File: src/rtl/rgb_ball_pkg.sv
// ---------------------------------------------------------------------------
// rgb_ball_pkg
// Shared definitions for the ball-colour sequence transmitter:
//   - 2-bit colour codes (GC/BC/RC, plus NC for "no ball")
//   - FSM state encoding
//   - permutation-index constants and a legality helper
// Optional feature macro used by the top: RGB_GEN_ERR_INJECT_EN
// ---------------------------------------------------------------------------
package rgb_ball_pkg;

  localparam logic [1:0] GC = 2'b00;
  localparam logic [1:0] BC = 2'b01;
  localparam logic [1:0] RC = 2'b10;
  localparam logic [1:0] NC = 2'b11;

  typedef enum logic [2:0] {
    IDLE = 3'd0,
    S1   = 3'd1,
    S2   = 3'd2,
    S3   = 3'd3,
    DONE = 3'd4
  } state_t;

  localparam logic [2:0] PERM_GBR  = 3'd0;
  localparam logic [2:0] PERM_GRB  = 3'd1;
  localparam logic [2:0] PERM_BGR  = 3'd2;
  localparam logic [2:0] PERM_BRG  = 3'd3;
  localparam logic [2:0] PERM_RGB  = 3'd4;
  localparam logic [2:0] PERM_RBG  = 3'd5;
  localparam logic [2:0] PERM_LAST = PERM_RBG;

  // Indices 6 and 7 have no colour order behind them.
  function automatic logic permLegal(input logic [2:0] sel);
    return (sel <= PERM_LAST);
  endfunction

endpackage

File: src/rtl/rgb_perm_lut.sv
// ---------------------------------------------------------------------------
// rgb_perm_lut
// Combinational map from a permutation index to the three colours of a
// triplet, in emission order.
// Ports:
//   perm_sel_i  [2:0]  permutation index (0..5 valid)
//   c1_o        [1:0]  first colour of the triplet
//   c2_o        [1:0]  second colour
//   c3_o        [1:0]  third colour
// Out-of-range indices yield NC on all three outputs.
// ---------------------------------------------------------------------------
module rgb_perm_lut
  import rgb_ball_pkg::*;
(
  input  logic [2:0] perm_sel_i,
  output logic [1:0] c1_o,
  output logic [1:0] c2_o,
  output logic [1:0] c3_o
);

  // One row per legal order; anything else is a "no colour" triplet.
  always_comb begin
    c1_o = NC;
    c2_o = NC;
    c3_o = NC;
    case (perm_sel_i)
      PERM_GBR: begin c1_o = GC; c2_o = BC; c3_o = RC; end
      PERM_GRB: begin c1_o = GC; c2_o = RC; c3_o = BC; end
      PERM_BGR: begin c1_o = BC; c2_o = GC; c3_o = RC; end
      PERM_BRG: begin c1_o = BC; c2_o = RC; c3_o = GC; end
      PERM_RGB: begin c1_o = RC; c2_o = GC; c3_o = BC; end
      PERM_RBG: begin c1_o = RC; c2_o = BC; c3_o = GC; end
      default:  begin c1_o = NC; c2_o = NC; c3_o = NC; end
    endcase
  end

endmodule

File: src/rtl/rgb_ball_seq_gen.sv
// ---------------------------------------------------------------------------
// rgb_ball_seq_gen
// Ball-colour sequence transmitter. On a legal start it emits num_trip
// back-to-back triplets (one G, one B, one R each) in the order chosen by
// perm_sel, over a valid/ready colour stream. All outputs are registered.
// Ports:
//   clk       clock (rising edge)
//   rst       synchronous active-high reset
//   start     run request, only looked at in IDLE
//   perm_sel  [2:0] triplet order (0..5)
//   num_trip  [CNT_W-1:0] number of triplets (non-zero)
//   ball_out  [1:0] colour (NC when no valid ball)
//   ball_vld  ball_out holds a ball
//   ball_rdy  consumer takes the ball this cycle
//   busy      run in progress
//   done      one-cycle pulse after the last ball is taken
//   err       one-cycle pulse when a start request is rejected
//   inj       (RGB_GEN_ERR_INJECT_EN only) corrupt the current triplet so
//             that its third ball repeats its first colour
// Optional feature macro: RGB_GEN_ERR_INJECT_EN
// ---------------------------------------------------------------------------
module rgb_ball_seq_gen
  import rgb_ball_pkg::*;
#(
  parameter int CNT_W = 4
) (
  input  logic             clk,
  input  logic             rst,
  input  logic             start,
  input  logic [2:0]       perm_sel,
  input  logic [CNT_W-1:0] num_trip,
  output logic [1:0]       ball_out,
  output logic             ball_vld,
  input  logic             ball_rdy,
  output logic             busy,
  output logic             done,
  output logic             err
`ifdef RGB_GEN_ERR_INJECT_EN
  ,
  input  logic             inj
`endif
);

  state_t           state_q, state_d;
  logic [2:0]       perm_q, perm_d;
  logic [CNT_W-1:0] cnt_q, cnt_d;
  logic [1:0]       ballOut_q, ballOut_d;
  logic             ballVld_q, ballVld_d;
  logic             busy_q, busy_d;
  logic             done_q, done_d;
  logic             err_q, err_d;
`ifdef RGB_GEN_ERR_INJECT_EN
  logic             inj_q, inj_d;
`endif

  logic [2:0] lutSel;
  logic [1:0] c1, c2, c3;
  logic       accept;
  logic       startOk;

  // In IDLE the first ball is prepared from the live perm_sel, since the
  // latched copy only becomes valid on the same edge the ball is registered.
  assign lutSel  = (state_q == IDLE) ? perm_sel : perm_q;
  assign accept  = ballVld_q && ball_rdy;
  assign startOk = start && permLegal(perm_sel) && (num_trip != '0);

  rgb_perm_lut u_lut (
    .perm_sel_i (lutSel),
    .c1_o       (c1),
    .c2_o       (c2),
    .c3_o       (c3)
  );

  // State register plus all registered outputs and run context.
  always_ff @(posedge clk) begin
    if (rst) begin
      state_q   <= IDLE;
      perm_q    <= '0;
      cnt_q     <= '0;
      ballOut_q <= NC;
      ballVld_q <= 1'b0;
      busy_q    <= 1'b0;
      done_q    <= 1'b0;
      err_q     <= 1'b0;
`ifdef RGB_GEN_ERR_INJECT_EN
      inj_q     <= 1'b0;
`endif
    end else begin
      state_q   <= state_d;
      perm_q    <= perm_d;
      cnt_q     <= cnt_d;
      ballOut_q <= ballOut_d;
      ballVld_q <= ballVld_d;
      busy_q    <= busy_d;
      done_q    <= done_d;
      err_q     <= err_d;
`ifdef RGB_GEN_ERR_INJECT_EN
      inj_q     <= inj_d;
`endif
    end
  end

  // Next-state logic. The triplet count is tested before it is decremented,
  // so it never wraps below one.
  always_comb begin
    state_d = state_q;
    perm_d  = perm_q;
    cnt_d   = cnt_q;
`ifdef RGB_GEN_ERR_INJECT_EN
    inj_d   = inj_q;
`endif
    case (state_q)
      IDLE: begin
        if (startOk) begin
          state_d = S1;
          perm_d  = perm_sel;
          cnt_d   = num_trip;
        end
      end
      S1: begin
        if (accept) begin
          state_d = S2;
`ifdef RGB_GEN_ERR_INJECT_EN
          inj_d   = inj;
`endif
        end
      end
      S2: begin
        if (accept) state_d = S3;
      end
      S3: begin
        if (accept) begin
          if (cnt_q > CNT_W'(1)) begin
            cnt_d   = cnt_q - CNT_W'(1);
            state_d = S1;
          end else begin
            state_d = DONE;
          end
        end
      end
      DONE:    state_d = IDLE;
      default: state_d = IDLE;
    endcase
  end

  // Output logic: outputs are computed for the state being entered and then
  // registered, so a stalled ball is simply recomputed to the same value.
  always_comb begin
    ballOut_d = NC;
    ballVld_d = 1'b0;
    case (state_d)
      S1: begin ballOut_d = c1; ballVld_d = 1'b1; end
      S2: begin ballOut_d = c2; ballVld_d = 1'b1; end
      S3: begin
        ballVld_d = 1'b1;
`ifdef RGB_GEN_ERR_INJECT_EN
        ballOut_d = inj_q ? c1 : c3;
`else
        ballOut_d = c3;
`endif
      end
      default: begin ballOut_d = NC; ballVld_d = 1'b0; end
    endcase
    busy_d = ballVld_d;
    done_d = (state_d == DONE);
    err_d  = (state_q == IDLE) && start && !startOk;
  end

  assign ball_out = ballOut_q;
  assign ball_vld = ballVld_q;
  assign busy     = busy_q;
  assign done     = done_q;
  assign err      = err_q;

endmodule

File: config.mk
export PLATFORM = sky130hd
export DESIGN_NAME = rgb_ball_seq_gen
export DESIGN_NICKNAME = d
export VERILOG_FILES = /design/src/rtl/rgb_ball_pkg.sv /design/src/rtl/rgb_perm_lut.sv /design/src/rtl/rgb_ball_seq_gen.sv
export SDC_FILE = /design/constraint.sdc
export NUM_CORES = 1
export LEC_CHECK = 0
export ABC_AREA = 1
export CAP_MARGIN = 5
export CORE_MARGIN = 3
export CORE_UTILIZATION = 50
export CTS_CLUSTER_DIAMETER = 40
export DETAILED_ROUTE_END_ITERATION = 7
export PLACE_DENSITY = 0.79
export SKIP_LAST_GASP = 1
export SLEW_MARGIN = 10
export SYNTH_ARGS = -nofsm -noshare
export SYNTH_HDL_FRONTEND = slang
export SYNTH_HIERARCHICAL = 1
export SYNTH_SLANG_ARGS = --single-unit
File: constraint.sdc
create_clock -name clk -period 1.7 [get_ports clk]
set_input_delay 0.425 -clock clk [delete_from_list [all_inputs] [get_ports clk]]
set_output_delay 0.425 -clock clk [all_outputs]
set_load 0.01 [all_outputs]
# Word level (Yosys, flattened, before mapping)
# Index checks and enable logic that the tools add are counted.
dict set report word_totals {
  regBits 15
  out_inout_bits 6
  word_cells 63
}
dict set report classes {
  n_addsub 1
  n_lt_le_gt_ge 2
  reduce_logical 22
  mux 16
  n_eq_ne 15
}
# cell n
set op_table {}
lappend op_table {{case mux 2 bit (3 select lines)} 4}
lappend op_table {{equality test 3 x 2 -> 1 bit, second input constant} 6}
lappend op_table {{two-way mux 3 bit} 6}
lappend op_table {{OR reduction 2 bit} 9}
lappend op_table {{two-way mux 4 bit} 3}
lappend op_table {{case mux 3 bit (4 select lines)} 1}
lappend op_table {{equality test 3 x 1 -> 1 bit, second input constant} 3}
lappend op_table {{equality test 3 bit, second input constant} 3}
lappend op_table {{case mux 4 bit (2 select lines)} 1}
lappend op_table {{logical NOT 3 bit} 2}
lappend op_table {{inequality test 2 bit, second input constant} 3}
lappend op_table {{logical AND 1 bit} 5}
lappend op_table {{> comparator 4 x 1 -> 1 bit, second input constant} 1}
lappend op_table {{AND reduction 4 bit} 1}
lappend op_table {{nonzero test 4 bit} 1}
lappend op_table {{subtractor 4 x 1 -> 4 bit, second input constant} 1}
lappend op_table {{less-or-equal comparator 3 bit, second input constant} 1}
lappend op_table {{OR reduction 3 bit} 1}
lappend op_table {{AND reduction 2 bit} 1}
lappend op_table {{nonzero test 2 bit} 1}
lappend op_table {{logical NOT 1 bit} 1}
lappend op_table {{two-way mux 1 bit} 1}

# Depth between registers and ports, before layout
# Gate-level depths: netlist of run 1.
dict set report depth {
  ltp_word 8
  ltp_mapped 13
  mapped_depth_nobuf 13
}

# By module
# Netlist of run 1, hierarchy kept.
# mod seq_area_each_um2 instances cells_each area_each_um2
set modules_own_cells {}
lappend modules_own_cells {rgb_ball_seq_gen 300.3 1 134 862.1}
lappend modules_own_cells {rgb_perm_lut 0.0 1 18 67.6}

# Worst setup path after synthesis of run 1
# No wires, ideal clock.
dict set report synth_path {
  path_type {register to register}
  from {register state_q[2]}
  to {register ballOut_q[0] (netlist: ball_out[0])}
  t_arrival_ns 1.476
  setup_time_ns 0.058
  path_buffers 0
  synth_period_minus_slack_ns 1.534
  path_stages_with_launch 13
  setup_slack_ns 0.166
  cell_sequence {dfxtp_1 inv_1 nand2_1 nor2_4 o21ai_0 inv_2 nand2_1 nand2_1 nor2_1 nand3_1 nand2_1 inv_1 nand2_1}
}
dict set report synth_via {
  elab_chain_cells 6
  word_cells_on_any_way 32
  classes_between {11 x eq/ne; 10 x mux; 11 x reduce/logical}
}
# element line_no
set synth_rtl {}
lappend synth_rtl {{start, declared} rgb_ball_seq_gen.sv:44} ;# state_t state_q, state_d;
lappend synth_rtl {{start signal, assigned} rgb_ball_seq_gen.sv:89} ;# state_q <= state_d;
lappend synth_rtl {{logical NOT 3 bit *} rgb_ball_seq_gen.sv:63} ;# assign lutSel = (state_q == IDLE) ? perm_sel : perm_q;
lappend synth_rtl {{two-way mux 3 bit *} rgb_ball_seq_gen.sv:63}
lappend synth_rtl {{via lutSel[2]} rgb_ball_seq_gen.sv:56} ;# logic [2:0] lutSel;
lappend synth_rtl {{equality test 3 x 2 -> 1 bit, or another cell as far along} rgb_perm_lut.sv:26} ;# case (perm_sel_i)
lappend synth_rtl {{OR reduction 2 bit (no source line)} --}
lappend synth_rtl {{case mux 2 bit (3 select lines) *} rgb_perm_lut.sv:26}
lappend synth_rtl {{via c3[0]} rgb_ball_seq_gen.sv:57} ;# logic [1:0] c1, c2, c3;
lappend synth_rtl {{case mux 2 bit (3 select lines) *} rgb_ball_seq_gen.sv:151} ;# case (state_d)
lappend synth_rtl {{end signal, assigned} rgb_ball_seq_gen.sv:92} ;# ballOut_q <= ballOut_d;
lappend synth_rtl {{end, declared} rgb_ball_seq_gen.sv:47} ;# logic [1:0] ballOut_q, ballOut_d;
# Mark *: on every way through the listed nets, which the timed path passes. The rest lies on a longest branch.
# A chain may end at the register's enable or synchronous reset.

==> run metrics, run 1 <==
outcome complete, no violations; Synth Area in XOR/XNOR 0%; core footprint about 1600 um2; gr usage total between 10% and 20%; slowest stage cell, crit path clkdlybuf4s50_1; Synth cell types 18; total number of yosys warnings 6; Post-CTS Hold Fix Bufs 0; Setup WS pre-CTS -151 ps; Post-Synth Adder-Cell Area roughly 2.7%; final setup vio count 0; max frequency 624 MHz; CTS clk-pin slew, worst paths roughly 90 ps; crit end category primary output; Die Ht between 40 and 50 um; clock root cell clkbuf_4; Mapped Cells 152; diode count 0; largest family of logic cells by synthesized area simple AND/OR/NAND/NOR gates; Placed Area between 1000 and 1500 um2; mean area per synthesized cell approximately 6.1 um2; RSZ-0062 raised after global routing true; Post-Syn Area slightly above 900 um2; initial detailed-routing violation count 38; CTS Buffer Depth 2; fraction of the cycle the final worst path needs between 90% and 100%; mux cell area share after synthesis 0%; final antenna-violating net count 0; io pins 17; grt total ovfl 0; placed cell count 202; sequential power share roughly 39%; Startpoint Class flip-flop; die width 49.1 um; commonest non-fill, non-tap cells in the layout nand2_1 (44), inv_1 (22), nor2_1 (20); TritonCTS Sinks 15; Worst Max-Slew Pin Slew 301 ps; initial antenna violation count 0; worst-path fanout max 3; Lkg Pwr ~0.64 nW; max cap viols 0; Vias between 1,000 and 1,500; slowest stage delay, CP approximately 540 ps; Post-Synth Simple-Gate Area ~42%; Comb pwr share between 40% and 50%; Initial Util a little under three fifths; P_int ~0.00068 W; worst reg2reg path startpoint state_q[2]$_SDFF_PP0_; final hold viol count 0; r2r worst-path depth 13; Final Critical Period between 1500 and 2000 ps; pin count of the biggest net entering global routing 11; DR WL/cell between 10 and 15 um; crit path cell chain clkdlybuf4s50_1; Critical Path RT ~1300 ps; DIE AREA between 2000 and 2500 um2; first-pass GRT wire length 3680 um; routability cong. about 0.80; vias in the first global route 933; Power Density roughly 840 nW/um2; sw power 0.000395 W; Yosys reg bits 15; worst path arrival time approximately 1200 ps; Critical R2R Capture ball_out[0]$_SDFF_PP1_; Post-Layout Cell Count approximately 210; DRT Wirelength ~2200 um; Clock Latency Late Sink 280 ps; detailed-router iteration count before antenna repair 4; vias per cell 4.86; Synth Area in Compound Gates 11.3%; Mapped Nets 165; Hold Crit Endpoint perm_q[0]$_SDFFE_PP0P_; Final Slew Violations 0; commonest non-fill, non-tap cell in the layout nand2_1; fin area roughly 1300 um2; worst rel slew slack between 70% and 80%; Post-layout nets between 150 and 200; WS Path Type reg -> out; H-tree depth 1; Clk network pwr share slightly below 20%; hpwl dp ~1600 um; P&R area growth vs syn 38.2%; switching part of the total ~37%; Hold WC Path Type reg -> reg; Setup WS post-layout between 90 and 100 ps; min-delay src perm_q[0]$_SDFFE_PP0P_; worst vdd ir 0.000630 V; TritonCTS clock tree done; reg-to-reg slack, setup 110 ps; DR DRC count 0; hold path depth 2; Inserted Clock Buffers 3; share of cells above drive strength 1 between 20% and 30%; crit-path leading delay family buffers and inverters; Crit path buffers/inverters 1; Seq/Total Area, Yosys 32.3%; row count 14; Port Buf Inserts 16; Layout Skew about 3.2 ps
## routing by layer
layer / part of all wire [%] / up-vias / GRT usage [%]
li1: - / 536 / -
met1: 44 / 435 / 22.5
met2: 49 / 34 / 34.2
met3: 5.5 / 6 / 3.06
met4: 1.4 / 0 / 5.69
met5: 0 / - / 0
## worst min-delay path, delay by kind of cell, from the launching register on
kind | cells | cell delay (ps)
compound gates | 1 | 60
flops | 1 | 310
buf+inv | 1 | 80
## area by class of cell
cell class | instances | area (um2)
Inverter | 26 | 97.6
Timing Repair Buffer | 31 | 277
Clock inverter | 1 | 5.00
Multi-Input combinational cell | 108 | 551
Clock buffer | 3 | 22.5
Tap cell | 24 | 30.0
Sequential cell | 15 | 303
Fill cell | 130 | 344
## logic make-up after synthesis
group                    count (synthesis)
AND/OR/NAND/NOR                         89
buffers and inverters                   29
AO/OA/AOI/OAI                           17
flip-flops                              15
adder cells (fa/ha/maj)                  2
## power by group through the flow
| stage | Sequential, W | Combinational [W] | Clock (W) |
|---|---|---|---|
| floorplan | 0.000431 | 0.000253 | 0 |
| global placement | 0.000421 | 0.000393 | 0 |
| detailed placement | 0.000422 | 0.000407 | 0 |
| CTS | 0.000414 | 0.000409 | 0.000213 |
| global route | 0.000419 | 0.000506 | 0.000233 |
| finish | 0.000415 | 0.000451 | 0.000208 |
## metrics by stage
stage	hold WS, ps	total power (W)	utilization, %	setup TNS (ps)
after floorplan	424	0.000683	-	0
after global placement	435	0.000814	73.8	-644
after detailed placement	448	0.000829	73.8	-898
after CTS	459	0.00104	75.5	0
after global routing	512	0.00116	78.9	-49.4
final	488	0.00107	78.9	0
## repair_timing
action	CTS	global route
resized for setup	1	17
setup endpoints to repair	1	2
pin swaps	0	2
buffers inserted	0	2
## worst max-delay path by stage
stage,from,end,slack (ps),depth (start not counted)
6_report,busy$_SDFF_PP0_,ball_vld,100,1
3_5_place_dp,start,cnt_q[1]$_SDFFE_PP0P_,-150,8
5_1_grt,state_q[2]$_SDFF_PP0_,ball_out[0]$_SDFF_PP1_,-50,13
2_1_floorplan,state_q[2]$_SDFF_PP0_,ball_out[0]$_SDFF_PP1_,170,12
4_1_cts,state_q[1]$_SDFF_PP0_,ball_out[0]$_SDFF_PP1_,90,12
3_3_place_gp,start,ball_out[0]$_SDFF_PP1_,-100,8
## cell usage after synthesis, drive strengths merged
library cell / count / area (um2)
a21oi: 5 / 25.0
buf: 1 / 7.51
clkbuf: 2 / 7.51
dfxtp: 15 / 300
ha: 2 / 25.0
inv: 26 / 97.6
nand2: 49 / 186
nand3: 11 / 67.6
nand4: 2 / 12.5
nor2: 24 / 105
nor3: 3 / 15.0
o211ai: 1 / 21.3
o21ai: 11 / 58.8
## flip-flops by register name (all words and copies together) (netlist names)
register and flops:
ball_out 2, busy 1, cnt_q 4, done 1, err 1, perm_q 3, state_q 3
Note: power is estimated with default switching activity, not from simulation.
==> run 2, diff against run 1 <==
--- a/config.mk
+++ b/config.mk
@@ -9,6 +9,7 @@
 export CAP_MARGIN = 5
 export CORE_MARGIN = 3
 export CORE_UTILIZATION = 50
+export CTS_BUF_LIST = sky130_fd_sc_hd__clkbuf_16
 export CTS_CLUSTER_DIAMETER = 40
 export DETAILED_ROUTE_END_ITERATION = 7
 export PLACE_DENSITY = 0.79
==> run 2 against run 1 <==
Compared with the run above:
- cell count fell by 0.48%
- cell area grew 3.3%
- utilization increased by 2.6 points
- fmax increased by 3.0%
- clock skew about the same
- flip-flop and latch count stayed put
- critical path type is now in -> reg
==> run metrics, run 2 (synthesized netlist as in run 1, its figures left out) <==
outcome complete, no violations; Setup WS pre-CTS -151 ps; CTS Buffer Depth 2; pin count of the biggest net entering global routing 11; vias in the first global route around 1,000; worst-path fanout max 4; Critical Path RT between 1500 and 2000 ps; Post-CTS Hold Fix Bufs 0; routability cong. slightly below 0.8; first-pass GRT wire length 3980 um; TritonCTS clock tree done; io pins 17; diode count 0; hpwl dp ~1600 um; crit-path leading delay family simple AND/OR/NAND/NOR gates; slowest stage cell, crit path clkdlybuf4s50_1; Worst Max-Slew Pin Slew 307 ps; vias per cell 4.91; commonest non-fill, non-tap cell in the layout nand2_1; Final Critical Period about 1600 ps; final hold viol count 0; worst path arrival time 1750 ps; CTS clk-pin slew, worst paths around 50 ps; Startpoint Class input pin; switching part of the total between 30 and 40%; crit end category flip-flop; worst vdd ir 0.000896 V; Inserted Clock Buffers 3; DRT Wirelength 2320 um; Setup WS post-layout 144 ps; final antenna-violating net count 0; slowest stage delay, CP approximately 450 ps; DR DRC count 0; Die Ht roughly 49 um; initial antenna violation count 0; Lkg Pwr 0.658 nW; sw power about 0.00044 W; top flop regs cnt_q x4, perm_q x3, state_q x3; DIE AREA between 2000 and 2500 um2; Vias between 1,000 and 1,500; TritonCTS Sinks 15; gr usage total 21.0%; Layout Skew roughly 3.4 ps; Post-layout nets between 150 and 200; Comb pwr share between 30% and 40%; Hold WC Path Type reg -> reg; core footprint around 1600 um2; Initial Util a little under three fifths; worst rel slew slack 79.5%; register bank with the most flops cnt_q; H-tree depth 1; Clock Latency Late Sink ~250 ps; final setup vio count 0; final hold slack between 400 and 500 ps; clock root cell clkbuf_16; P_int 0.000902 W; P&R area growth vs syn 42.8%; die width ~50 um; Crit path buffers/inverters 3; commonest non-fill, non-tap cells in the layout nand2_1 (44), inv_1 (22), nor2_1 (20); initial detailed-routing violation count 34; sequential power share 31.2%; detailed-router iteration count before antenna repair 5; crit path cell chain clkdlybuf4s50_1 -> nand2_1 -> inv_2 -> nand3_2 -> nand2_2 -> buf_4 -> nand4_1 -> nor2_1 -> nor2_1 -> nand2_1; WS Path Type in -> reg; max frequency ~640 MHz; share of cells above drive strength 1 between 20% and 30%; total negative slack 0 ps; Clk network pwr share 35.2%; Port Buf Inserts 16; max reg flops 4; max cap viols 0; reg-to-reg slack, setup around 150 ps; Power Density 1010 nW/um2; Final Slew Violations 0; grt total ovfl 0; fraction of the cycle the final worst path needs roughly nine tenths; row count 14; DR WL/cell 11.2 um
## run 2: final cells by class
class	count	area (um2)
Multi-Input combinational cell	108	552
Sequential cell	15	303
Fill cell	119	302
Timing Repair Buffer	30	265
Inverter	26	97.6
Clock buffer	3	75.1
Tap cell	24	30.0
Clock inverter	1	5.00
## run 2: metal layers
| metal | part of all wire (%) | wire length [um] | global-route usage [%] |
|---|---|---|---|
| met5 | 0 | 0 | 0 |
| met4 | 1.9 | 45 | 11.4 |
| met3 | 4.9 | 113 | 4.28 |
| met2 | 50 | 1160 | 37.1 |
| met1 | 43 | 1010 | 23.2 |
## run 2: worst reg2reg max path: stages, from the launching register on
cell and delay (ps):
dfxtp_1 310, inv_1 80, nand2_2 90, nor2_4 220, nand2_1 110, o21ai_2 110, inv_1 80, nand2_1 90
nand2_1 70, nor2_1 110, nand3_1 70, nand2_1 70, inv_1 40, nand2_1 50
## run 2: timing repair
action                     in CTS  in global routing
resized for setup               1                 18
buffers inserted                0                  1
pin swaps                       0                  3
setup endpoints to repair       1                  6
## run 2: path summary, 6_finish.rpt
path                                from                     end  depth (start not counted)
setup / recovery                ball_rdy  ball_out[1]$_SDFF_PP1_                         10
setup reg to reg   state_q[2]$_SDFF_PP0_  ball_out[0]$_SDFF_PP1_                         13
hold / removal    perm_q[1]$_SDFFE_PP0P_  perm_q[1]$_SDFFE_PP0P_                          2
hold reg to reg   perm_q[1]$_SDFFE_PP0P_  perm_q[1]$_SDFFE_PP0P_                          2
## run 2: through the flow
stage | total power (W) | instance area [um2] | utilization [%] | std cells
detailed placement | 0.000829 | 1200 | 73.8 | 202
global route | 0.00142 | 1330 | 81.5 | 207
floorplan | 0.000683 | 930 | - | 152
finish | 0.00134 | 1330 | 81.5 | 207
CTS | 0.00131 | 1280 | 78.7 | 206
global placement | 0.000814 | 1200 | 73.8 | 202
## run 2: power by group through the flow
stage	registers (W)	logic, W	clock network [W]
floorplan	0.000431	0.000253	0
global placement	0.000421	0.000393	0
detailed placement	0.000422	0.000407	0
CTS	0.000416	0.000417	0.000472
global route	0.000422	0.000504	0.000495
finish	0.000418	0.000450	0.000471
==> run 3, diff against run 2 <==
--- a/config.mk
+++ b/config.mk
@@ -6,7 +6,6 @@
 export NUM_CORES = 1
 export LEC_CHECK = 0
 export ABC_AREA = 1
-export CAP_MARGIN = 5
 export CORE_MARGIN = 3
 export CORE_UTILIZATION = 50
 export CTS_BUF_LIST = sky130_fd_sc_hd__clkbuf_16
==> results of run 3 <==
Final layout, timing and power as in run 2 (identical DEF).
